--- src/rtl/matrix_writeback.sv ---
// Serialises a packed result matrix into one register-file write per cycle.
// The core pipeline keeps priority on the write port through stall_i.
module matrix_writeback #(
   parameter int FC_BITWIDTH = 8,
   parameter int OUT_SIZE    = 4,
   parameter int FILE_SIZE   = 16
) (
   input  logic                                   clk_i,
   input  logic                                   reset,
   input  logic                                   res_valid_i,
   output logic                                   res_ready_o,
   input  logic [FC_BITWIDTH*OUT_SIZE*OUT_SIZE-1:0] res_matrix_i,
   input  logic [4:0]                             dest_base_i,
   input  logic [2:0]                             row_count_i,
   input  logic                                   stall_i,
   output logic                                   RegWrite_o,
   output logic [4:0]                             RDaddr_o,
   output logic [FC_BITWIDTH*OUT_SIZE-1:0]        RDdata_o,
   output logic [OUT_SIZE-1:0]                    is_pos_o,
   output logic                                   busy_o,
   output logic                                   done_o
);

   localparam int ROW_W = FC_BITWIDTH * OUT_SIZE;
   localparam int MAT_W = ROW_W * OUT_SIZE;
   localparam int IDX_W = $clog2(OUT_SIZE);

   typedef enum logic [1:0] {
      ST_IDLE  = 2'd0,
      ST_WRITE = 2'd1,
      ST_DONE  = 2'd2
   } state_t;

   state_t             state_reg, state_next;
   logic [MAT_W-1:0]   matrix_reg, matrix_next;
   logic [4:0]         base_reg, base_next;
   logic [2:0]         count_reg, count_next;
   logic [IDX_W-1:0]   idx_reg, idx_next;

   logic [2:0]         count_eff;
   logic               last_row;
   logic [IDX_W-1:0]   rd_idx;
   logic [5:0]         addr_sum;
   logic [5:0]         addr_mod;
   logic               in_write;
   logic [ROW_W-1:0]   rows [OUT_SIZE];

   genvar gi;

   generate
      for (gi = 0; gi < OUT_SIZE; gi = gi + 1) begin : g_rows
         assign rows[gi] = matrix_reg[ROW_W*(gi+1)-1 -: ROW_W];
      end
   endgenerate

   // A count of 0 means a full matrix; out-of-range counts are clamped so the
   // row index can never run past the last captured row.
   always_comb begin
      count_eff = row_count_i;
      if (row_count_i == 3'd0 || row_count_i > 3'(OUT_SIZE)) begin
         count_eff = 3'(OUT_SIZE);
      end
   end

   assign last_row = (3'(idx_reg) == (count_reg - 3'd1));

   // State and captured-matrix registers
   always_ff @(posedge clk_i) begin
      if (reset) begin
         state_reg  <= ST_IDLE;
         matrix_reg <= '0;
         base_reg   <= '0;
         count_reg  <= '0;
         idx_reg    <= '0;
      end else begin
         state_reg  <= state_next;
         matrix_reg <= matrix_next;
         base_reg   <= base_next;
         count_reg  <= count_next;
         idx_reg    <= idx_next;
      end
   end

   // Next-state and capture logic
   always_comb begin
      state_next  = state_reg;
      matrix_next = matrix_reg;
      base_next   = base_reg;
      count_next  = count_reg;
      idx_next    = idx_reg;
      case (state_reg)
         ST_IDLE: begin
            if (res_valid_i) begin
               matrix_next = res_matrix_i;
               base_next   = dest_base_i;
               count_next  = count_eff;
               idx_next    = '0;
               state_next  = ST_WRITE;
            end
         end
         ST_WRITE: begin
            if (!stall_i) begin
               if (last_row) begin
                  state_next = ST_DONE;
               end else begin
                  idx_next = idx_reg + IDX_W'(1);
               end
            end
         end
         ST_DONE: begin
            state_next = ST_IDLE;
         end
         default: begin
            state_next = ST_IDLE;
         end
      endcase
   end

   // Outputs; outside WRITE the bus shows row 0 at the base address so it never floats
   always_comb begin
      in_write    = (state_reg == ST_WRITE);
      res_ready_o = (state_reg == ST_IDLE);
      busy_o      = (state_reg != ST_IDLE);
      done_o      = (state_reg == ST_DONE);
      RegWrite_o  = in_write && !stall_i;
      rd_idx      = in_write ? idx_reg : '0;
      addr_sum    = 6'(base_reg) + 6'(rd_idx);
      addr_mod    = addr_sum % 6'(FILE_SIZE);
      RDaddr_o    = addr_mod[4:0];
      RDdata_o    = rows[rd_idx];
   end

   // Sign flags are only meaningful during WRITE; elsewhere they read as zero
   generate
      for (gi = 0; gi < OUT_SIZE; gi = gi + 1) begin : g_pos
         assign is_pos_o[gi] = in_write & ~RDdata_o[FC_BITWIDTH*(gi+1)-1];
      end
   endgenerate

endmodule
--- config.mk ---
export PLATFORM = sky130hd
export DESIGN_NAME = matrix_writeback
export DESIGN_NICKNAME = d
export VERILOG_FILES = /design/src/rtl/matrix_writeback.sv
export SDC_FILE = /design/constraint.sdc
export NUM_CORES = 1
export LEC_CHECK = 0
export BUFFER_PORTS_ARGS = -buffer_cell sky130_fd_sc_hd__buf_4
export CAP_MARGIN = 20
export CELL_PAD_IN_SITES_DETAIL_PLACEMENT = 0
export CELL_PAD_IN_SITES_GLOBAL_PLACEMENT = 2
export CORE_MARGIN = 2
export CORE_UTILIZATION = 30
export CTS_CLUSTER_DIAMETER = 150
export DETAILED_ROUTE_END_ITERATION = 6
export GPL_ROUTABILITY_DRIVEN = 0
export GPL_TIMING_DRIVEN = 0
export PLACE_DENSITY_LB_ADDON = 0.3
export SLEW_MARGIN = 10
export SYNTH_ARGS = -nofsm -noshare
export SYNTH_HDL_FRONTEND = slang
export SYNTH_SLANG_ARGS = --single-unit
--- constraint.sdc ---
create_clock -name clk_i -period 6.5 [get_ports clk_i]
set_input_delay 1.625 -clock clk_i [delete_from_list [all_inputs] [get_ports clk_i]]
set_output_delay 1.625 -clock clk_i [all_outputs]
set_load 0.02 [all_outputs]
==> results.yml, run 1 <==
sta:
  drv_slew: 0
  clock_skew_ps: 4.35
  relSlewSlack_pct: 51.0
  hold_viol_final: 0
  post-route-period-util_pct: 64.1
  worst_slew_pin_slew_ps: 736
  setup_tns_ps: 0
  rsz0062_at_grt: "no"
  period_minus_slack_ps: 4160
  setup_violations: 0
  max_freq_mhz: 240
floorplanning:
  dieArea_um2: 21000
  start_util_pct: 30.6
  coreArea_um2: 19500
  die_y_um: 145
  rows: 51
  ios: 185
  die_w_um: 145
placed_design:
  dpl_cell_area_um2: 7660
  io_buffers: 182
  hpwl_mm: 16.5
clocking:
  cts-root-buf: "clkbuf_16"
  insertion_delay_ps: 430
  cts_tree: "done"
  max-clock-path-buffers: 2
  post_cts_buffers: 0
  clock_sinks: 139
  cts-buffers-inserted: 17
  cts.clk_slew.worst_paths_ps: 60
  cts_hold_buffers: 0
  cts_resized: 0
  htree_levels: 4
cells_and_area:
  largest_reg_flops: 128
  area_growth_syn_to_layout_pct: 39.2
  design_area_um2: 8290
  regArea_um2: 2780
  antenna_cells: 0
  nFillCells: 2096
  nets: 1140
  final_layout_size_suffix_gt1_share_pct: 26.7
  multi_input_comb_area_um2: 2800
power_and_ir_drop:
  pwr-share-comb_pct: 13.9
  netSwitchingPower_w: 0.000589
  p_leak_nw: 3.45
  p_int_w: 0.00171
  swShare_pct: 25.6
  power_frac_seq_pct: 40.4
  power_density_nw_per_um2: 277
  vdd_drop_max_uv: 164
  p_clk_share_pct: 45.7
logic_synthesis:
  avgSynthCellArea_um2: 7.50
  syn_inst: 794
  syn-num-nets: 939
  syn_area_um2: 5960
  ys_seq_area_share_pct: 46.7
  ys_types: 38
  ys_ff_latch: 139
  yosys_warnings: 0
route:
  dr.pass1.iters: 5
  drc: 0
  wl_mm: 22.4
  viasPerCell: 4.77
  ant_nets: 0
  drt_iter0_markers: 394
  via_count: 6067
  routedWlPerCell_um: 17.6
run_status:
  status: "completed"
worst_setup_path:
  cp.required_ps: 4880
  crit_fanout: 10
  reg2reg_to: "matrix_reg[17]$_SDFFE_PP0P_"
  worst-r2r-setup-slack_ps: 4750
  reg2regPathDepth: 5
  endpoint_kind: "output port"
  worst_setup_path_start_kind: "flop"
  arrival_ps: 2540
  crit_type: "flop to output port"
  r2r-start: "state_reg[0]$_SDFFE_PP0P_"
global_route:
  gr-total-overflow: 0
  antenna_found_initial: 0
  grt_pass1_wl_mm: 34.1
  grt_pass1_vias: 6026
  grt_usage_pct: 21.2
  grt_max_degree: 17
worst_hold_path:
  worstHoldStart: "matrix_reg[17]$_SDFFE_PP0P_"
  hold_class: "flop to flop"
  hold_end: "matrix_reg[17]$_SDFFE_PP0P_"
  min_path_cells: 2
run:
  max_cap_violations: 0
==> worst max-delay path, cell delays in order, from the launching register on <==
cell     delay, ps
dfxtp_1        480
nor2b_1        210
and2_1         160
buf_6          130
buf_2          290
ha_1           240
fa_1           430
buf_4          170
==> kinds of logic (layout without fill, tap and decap cells) <==
family	count (synthesis)	in the layout	share of synthesized area [%]
buffers and inverters	71	285	6.26
other	1	1	0.0629
multiplexers	8	8	2.18
AND/OR/NAND/NOR	358	358	23.9
XOR/XNOR	5	5	0.735
flip-flops	139	139	46.7
adder cells (fa/ha/maj)	5	5	1.18
AO/OA/AOI/OAI	207	207	19.0
==> layout by cell type (no fill, tap or decap), types with 6 or more instances in the layout <==
cell type	netlist	final
a31oi_1	28	28
buf_4	5	187
nand2_1	323	323
a21oi_1	139	139
o22ai_1	28	28
clkbuf_1	19	19
buf_6	6	6
nor2b_1	7	7
buf_2	34	34
nor2_1	12	12
dfxtp_1	139	139
clkbuf_16	0	17
==> power by group through the flow <==
| stage | clock [W] | combinational (W) | sequential [W] |
|---|---|---|---|
| 2_1_floorplan | 0 | 0.000166 | 0.000938 |
| 3_3_place_gp | 0 | 0.000322 | 0.000945 |
| 3_5_place_dp | 0 | 0.000323 | 0.000946 |
| 4_1_cts | 0.00107 | 0.000324 | 0.000928 |
| 5_1_grt | 0.00111 | 0.000351 | 0.000933 |
| 6_report | 0.00105 | 0.000321 | 0.000928 |
==> worst max path at each step <==
| stage | start | end |
|---|---|---|
| finish | state_reg[0]$_SDFFE_PP0P_ | RDaddr_o[1] |
| global route | state_reg[0]$_SDFFE_PP0P_ | RDaddr_o[1] |
| CTS | state_reg[0]$_SDFFE_PP0P_ | RDaddr_o[1] |
| detailed placement | stall_i | RegWrite_o |
| global placement | stall_i | RegWrite_o |
| floorplan | stall_i | RegWrite_o |
==> layer usage <==
metal	routed length [um]	track usage, %
met2	10300	34.5
met5	0	0
met3	1220	4.97
met1	10500	28.2
met4	343	6.09
==> synthesized netlist by cell type <==
master | number | area (um^2)
nand2_1 | 323 | 1210
a21oi_1 | 139 | 696
dfxtp_1 | 139 | 2780
buf_2 | 34 | 170
a31oi_1 | 28 | 175
o22ai_1 | 28 | 175
clkbuf_1 | 19 | 71.3
nor2_1 | 12 | 45.0
nor2b_1 | 7 | 43.8
buf_6 | 6 | 67.6
a211oi_1 | 5 | 37.5
buf_4 | 5 | 37.5
ha_1 | 4 | 50.1
inv_1 | 4 | 15.0
mux2i_1 | 4 | 40.0
mux4_2 | 4 | 90.1
nand2b_1 | 3 | 18.8
nand3b_1 | 3 | 22.5
o21ai_0 | 3 | 15.0
xnor2_1 | 3 | 26.3
inv_2 | 2 | 7.51
nor3_1 | 2 | 10.0
xor2_1 | 2 | 17.5
a2111oi_0 | 1 | 8.76
a21bo_1 | 1 | 10.0
a21o_1 | 1 | 7.51
and2_1 | 1 | 6.26
buf_1 | 1 | 3.75
conb_1 | 1 | 3.75
fa_1 | 1 | 20.0
nand2_2 | 1 | 6.26
nand3_1 | 1 | 5.00
nor2_8 | 1 | 20.0
nor3b_2 | 1 | 12.5
o221ai_1 | 1 | 8.76
or2_1 | 1 | 6.26
or2_2 | 1 | 6.26
or3_1 | 1 | 6.26
==> stage by stage <==
step	utilization, %	power [W]	instances	hold WS, ps	setup slack [ps]
6_report	42.6	0.00230	1273	454	2340
4_1_cts	42.6	0.00232	1273	455	2320
3_5_place_dp	39.3	0.00127	1241	446	2720
2_1_floorplan	-	0.00110	794	432	2970
5_1_grt	42.6	0.00239	1273	467	2180
3_3_place_gp	39.3	0.00127	1241	443	2710
==> final cells by class <==
class	instances	share of cell area [%]
multi-input combinational	584	33.8
sequential	139	33.6
timing repair buffer	182	16.5
clock buffer	20	5.63
buffer	65	4.23
tap	265	4.00
clock inverter	12	2.04
inverter	6	0.272
(Power assumes the default switching activity.)
==> run 2, diff against run 1 <==
Settings changed: ABC_AREA set to 1, CORE_UTILIZATION 30 to 25.
Clock period 6.5 ns to 3.74 ns, I/O delays scaled along.
==> run 2 against run 1 <==
Sequential cell count did not move. Wire length increased by 5.4%. Global-route usage is 2.2 points lower. Power rose by 80%. Clock power grew 62%. Sequential power rose by 80%. Cell area fell by 0.68%. Worst hold slack improved by 1.3 ps. Combinational power is 140% higher. Largest cell class is now registers.
==> results.yml, run 2 <==
cells_and_area:
  final_cell_mix: "nor2_1, buf_4, o21ai_0"
  layout_commonest_cell: "nor2_1"
  largest_reg_flops: 128
  design_area_um2: 8240
  nets: 1151
  area_growth_syn_to_layout_pct: 40.0
  utilization_pct: 35.4
  antenna_cells: 0
  nFillCells: 2618
  final_layout_size_suffix_gt1_share_pct: 24.2
  final_cells: 1338
clocking:
  cts.clk_slew.worst_paths_ps: 60
  clock_sinks: 139
  cts-buffers-inserted: 17
  cts-root-buf: "clkbuf_16"
  insertion_delay_ps: 420
  cts_hold_buffers: 0
  htree_levels: 4
  max-clock-path-buffers: 2
  cts_tree: "done"
route:
  drc: 0
  ant_nets: 0
  dr.pass1.iters: 7
  viasPerCell: 4.51
  routedWlPerCell_um: 17.6
  wl_mm: 23.6
  drt_iter0_markers: 271
  via_count: 6033
worst_setup_path:
  worst_setup_path_start_kind: "flop"
  path_buf_inv: 3
  slowest_delay_ps: 510
  worst-r2r-setup-slack_ps: 2000
  cp_cell_sequence: "nand2_4 > nor2_2 > buf_2 > buf_1 > a21oi_1 > buf_4"
  arrival_ps: 2400
  crit_path_top_delay_cell: "buf_1"
  endpoint_kind: "output port"
  crit_type: "flop to output port"
  cp-startpoint: "state_reg[0]$_SDFFE_PP0P_"
  cp.required_ps: 2800
  crit_fanout: 10
  path_delay_family: "buffers and inverters"
  reg2regPathDepth: 6
  r2r-start: "state_reg[0]$_SDFFE_PP0P_"
  reg2reg_to: "matrix_reg[54]$_SDFFE_PP0P_"
sta:
  post-route-period-util_pct: 89.1
  relSlewSlack_pct: 54.0
  hold_ws_ps: 455
  max_freq_mhz: 300
  period_minus_slack_ps: 3330
  rsz0062_at_grt: "no"
  drv_slew: 0
  worst_slew_pin_slew_ps: 689
  clock_skew_ps: 5.24
  setup_violations: 0
  setup_tns_ps: 0
  hold_viol_final: 0
run_status:
  status: "completed"
logic_synthesis:
  avgSynthCellArea_um2: 7.31
  yosys.area.top_type: "dfxtp_1"
  synth_edf_count: 0
  ys_types: 29
  synth.area.top_cells: "dfxtp_1, nor2_1, o21ai_0"
  synthArstFlopShare_pct: 0
  syn_inst: 805
  ys_top_cells_by_count: "nor2_1, o21ai_0, dfxtp_1"
  synth_ff_type: "dfxtp_1"
  synth_most_common_cell: "nor2_1"
  syn_area_um2: 5880
  synth.top_cell.area_share_pct: 47.3
  yosys_warnings: 0
  ys_ff_latch: 139
  syn-num-nets: 950
  ys_seq_area_share_pct: 47.3
floorplanning:
  ios: 185
  coreArea_um2: 23300
  die_w_um: 157
  die_y_um: 157
  start_util_pct: 25.3
  rows: 56
  dieArea_um2: 24800
power_and_ir_drop:
  power_density_nw_per_um2: 503
  p_leak_nw: 3.60
  vdd_drop_max_uv: 246
global_route:
  grt_usage_pct: 19.1
  gr-total-overflow: 0
  grt_pass1_vias: 5909
  grt_max_degree: 17
  grt_pass1_wl_mm: 34.6
  antenna_found_initial: 0
placed_design:
  dp_cells: 1306
  dpl_cell_area_um2: 7650
  io_buffers: 182
  hpwl_mm: 18.0
worst_hold_path:
  min_path_cells: 2
  hold_end: "matrix_reg[45]$_SDFFE_PP0P_"
  hold_class: "flop to flop"
  worstHoldStart: "matrix_reg[45]$_SDFFE_PP0P_"
run:
  max_cap_violations: 0
[run 2: cell count changes in the layout (fill, tap and decap cells not counted), sizes merged, moves of 7 or more]
cell and change:
a21oi -49, clkbuf +22, a31oi -28, nand2 -302
buf -24, nor2b -7, inv +40, nor2 +214
o21ai +164
[run 2: cells by family after synthesis]
logic type,count (synthesis),share of synthesized area [%]
AO/OA/AOI/OAI,292,25.7
XOR/XNOR,3,0.447
adder cells (fa/ha/maj),5,1.19
buffers and inverters,106,7.93
flip-flops,139,47.3
other,1,0.0637
AND/OR/NAND/NOR,259,17.4
[run 2: worst min-delay path: stages (launching register included)]
cell	delay, ps
dfxtp_1	300
inv_1	60
a21oi_1	50
[run 2: area by class of cell]
| type | count | area (um^2) | share of cell area (%) |
|---|---|---|---|
| sequential | 139 | 2780 | 33.8 |
| clock inverter | 12 | 138 | 1.67 |
| buffer | 63 | 307 | 3.72 |
| timing repair buffer | 182 | 1370 | 16.6 |
| multi-input combinational | 560 | 2640 | 32.0 |
| tap | 319 | 399 | 4.85 |
| clock buffer | 20 | 447 | 5.42 |
| inverter | 43 | 161 | 1.96 |
[run 2: worst max-delay path by stage]
| stage | to | slack, ps | depth (start not counted) |
|---|---|---|---|
| after floorplan | RDaddr_o[3] | 1070 | 7 |
| after CTS | RDaddr_o[3] | 60 | 8 |
| after global placement | RDaddr_o[3] | 550 | 8 |
| after global routing | RDdata_o[27] | 290 | 9 |
| after detailed placement | RDaddr_o[3] | 530 | 8 |
| final | RDdata_o[27] | 410 | 6 |
[run 2: metrics by stage]
| stage | power (W) | setup slack, ps |
|---|---|---|
| after detailed placement | 0.00248 | 531 |
| after global placement | 0.00247 | 550 |
| after floorplan | 0.00211 | 1070 |
| after CTS | 0.00417 | 62.1 |
| final | 0.00414 | 408 |
| after global routing | 0.00432 | 294 |
[run 2: power by group]
group	switching [W]	internal [W]	total [W]
Combinational	0.000449	0.000315	0.000764
Sequential	0.0000628	0.00161	0.00167
Clock	0.000695	0.00101	0.00170
Total	0.00121	0.00293	0.00414
[run 2: repair_timing]
action                     4_1_cts  5_1_grt
resized for setup                0        2
buffers inserted                 0        0
setup endpoints to repair        0        1
[run 2: per-layer routing]
metal / up-vias / track usage, % / share of wire, %
met1: 2767 / 26.1 / 48
met2: 173 / 30.8 / 46
met5: - / 0 / 0
li1: 3082 / - / -
met3: 11 / 4.13 / 5.6
met4: 0 / 4.29 / 0.42
==> run 3, diff against run 2 <==
Settings changed: ABC_AREA 1 to unset, CAP_MARGIN 20 to unset.
==> run 3 against run 2 <==
Clock power rose by 16%. Core utilization rose by 0.49 points. Via count is 0.38% lower. Die area rose by 1.2%. Critical endpoint is now RDaddr_o[1]. Largest power group unchanged.
==> results.yml, run 3 (synthesis gave the netlist of run 1 again) <==
run_status:
  status: "completed"
worst_setup_path:
  path_delay_family: "adder cells"
  r2r-start: "state_reg[1]$_SDFFE_PP0P_"
  reg2reg_to: "matrix_reg[33]$_SDFFE_PP0P_"
  endpoint_kind: "output port"
  cp_cell_sequence: "nor2b_1 > and2_1 > buf_6 > buf_2 > ha_1 > fa_1 > buf_4"
  crit_path_top_delay_cell: "dfxtp_1"
  slowest_delay_ps: 460
  reg2regPathDepth: 5
  path_buf_inv: 3
  worst-r2r-setup-slack_ps: 2000
  cp.required_ps: 2800
  arrival_ps: 2560
  crit_type: "flop to output port"
  worst_setup_path_start_kind: "flop"
  crit_fanout: 10
clocking:
  post_cts_buffers: 0
  cts-buffers-inserted: 17
  cts_hold_buffers: 0
  cts_resized: 0
  cts-root-buf: "clkbuf_16"
  clock_sinks: 139
  cts_tree: "done"
  cts.clk_slew.worst_paths_ps: 60
  max-clock-path-buffers: 2
  insertion_delay_ps: 420
  htree_levels: 4
sta:
  worst_slew_pin_slew_ps: 762
  max_freq_mhz: 286
  clock_skew_ps: 7.47
  hold_viol_final: 0
  drv_slew: 0
  final.setup.worst_slack_ps: 245
  relSlewSlack_pct: 49.2
  setup_tns_ps: 0
  post-route-period-util_pct: 93.5
  rsz0062_at_grt: "no"
  period_minus_slack_ps: 3500
  setup_violations: 0
cells_and_area:
  final_layout_size_suffix_gt1_share_pct: 26.5
  area_growth_syn_to_layout_pct: 41.0
  utilization_pct: 35.9
  layout_commonest_cell: "nand2_1"
  final_cell_mix: "nand2_1, buf_4, a21oi_1, dfxtp_1, buf_2"
  nFillCells: 2618
  largest_reg_flops: 128
  nets: 1140
  antenna_cells: 0
floorplanning:
  rows: 56
  dieArea_um2: 25100
  start_util_pct: 25.5
  die_w_um: 158
  ios: 185
  coreArea_um2: 23400
  die_y_um: 158
route:
  via_count: 6010
  route.met3.wl_mm: 1.07
  routedWlPerCell_um: 17.7
  wl_mm: 23.4
  top_layer: "met4"
  ant_nets: 0
  dr.pass1.iters: 5
  drt_iter0_markers: 274
  wl_met2_mm: 11.1
  drc: 0
  m1WireLength_mm: 11.1
  viasPerCell: 4.53
worst_hold_path:
  hold_end: "count_reg[1]$_SDFFE_PP0P_"
  min_path_cells: 2
  worstHoldStart: "count_reg[1]$_SDFFE_PP0P_"
  hold_class: "flop to flop"
run:
  max_cap_violations: 0
placed_design:
  hpwl_mm: 17.3
  io_buffers: 182
  dpl_worst_slack_ps: 708
power_and_ir_drop:
  vdd_drop_max_uv: 235
  p_leak_nw: 3.47
  power_density_nw_per_um2: 494
global_route:
  grt_max_degree: 17
  grt_pass1_wl_mm: 34.6
  antenna_found_initial: 0
  gr-total-overflow: 0
  grt_pass1_vias: 6036
  grt_usage_pct: 18.9
run 3: cell types whose count changed in the layout (fill, tap and decap cells not counted), moves of 7 or more:
cell,previous run,this run
inv_1,38,4
clkbuf_1,42,21
buf_2,10,34
nor2_1,225,12
a31oi_1,0,28
nand2_1,20,323
o21ai_0,143,3
o21ai_1,24,0
nor2b_1,0,7
a21oi_1,90,139
run 3: how the worst max path moves through the flow:
stage	slack, ps	start	depth (start not counted)	end
after floorplan	930	state_reg[0]$_SDFFE_PP0P_	7	RDaddr_o[2]
after global placement	680	state_reg[0]$_SDFFE_PP0P_	7	RDaddr_o[1]
after detailed placement	710	state_reg[0]$_SDFFE_PP0P_	7	RDaddr_o[1]
after CTS	230	state_reg[0]$_SDFFE_PP0P_	7	RDaddr_o[1]
after global routing	120	state_reg[0]$_SDFFE_PP0P_	7	RDaddr_o[1]
final	240	state_reg[0]$_SDFFE_PP0P_	7	RDaddr_o[1]
run 3: per-stage QoR:
| step | hold WS (ps) | cells | cell area (um^2) | total power [W] |
|---|---|---|---|---|
| floorplan | 432 | 794 | 5960 | 0.00192 |
| global placement | 443 | 1295 | 7720 | 0.00221 |
| detailed placement | 447 | 1295 | 7720 | 0.00221 |
| CTS | 455 | 1327 | 8400 | 0.00419 |
| global route | 475 | 1327 | 8400 | 0.00431 |
| finish | 454 | 1327 | 8400 | 0.00415 |
run 3: power by group:
part	total, W	switching [W]	leakage, nW	internal [W]
Combinational	0.000561	0.000318	2.00	0.000243
Clock	0.00198	0.000688	0.327	0.00129
Sequential	0.00161	0.0000488	1.14	0.00157
run 3: cell type report:
cell class | instances | area (um^2) | share of cell area, %
Timing Repair Buffer | 182 | 1370 | 16.3
Tap cell | 319 | 399 | 4.75
Clock buffer | 21 | 460 | 5.48
Multi-Input combinational cell | 584 | 2800 | 33.4
Clock inverter | 11 | 215 | 2.56
Buffer | 65 | 350 | 4.17
Sequential cell | 139 | 2780 | 33.1
Inverter | 6 | 22.5 | 0.268
run 3: worst reg2reg max path: stages (launching register included):
cell      delay, ps
dfxtp_1         370
nor3b_2         210
buf_2           300
clkbuf_1        510
nand2_1         140
a21oi_1         140
run 3: metal layers:
layer,vias up,global-route usage [%]
li1,3058,-
met1,2799,25.1
met2,143,31.6
met3,10,3.81
met4,0,4.42
met5,-,0
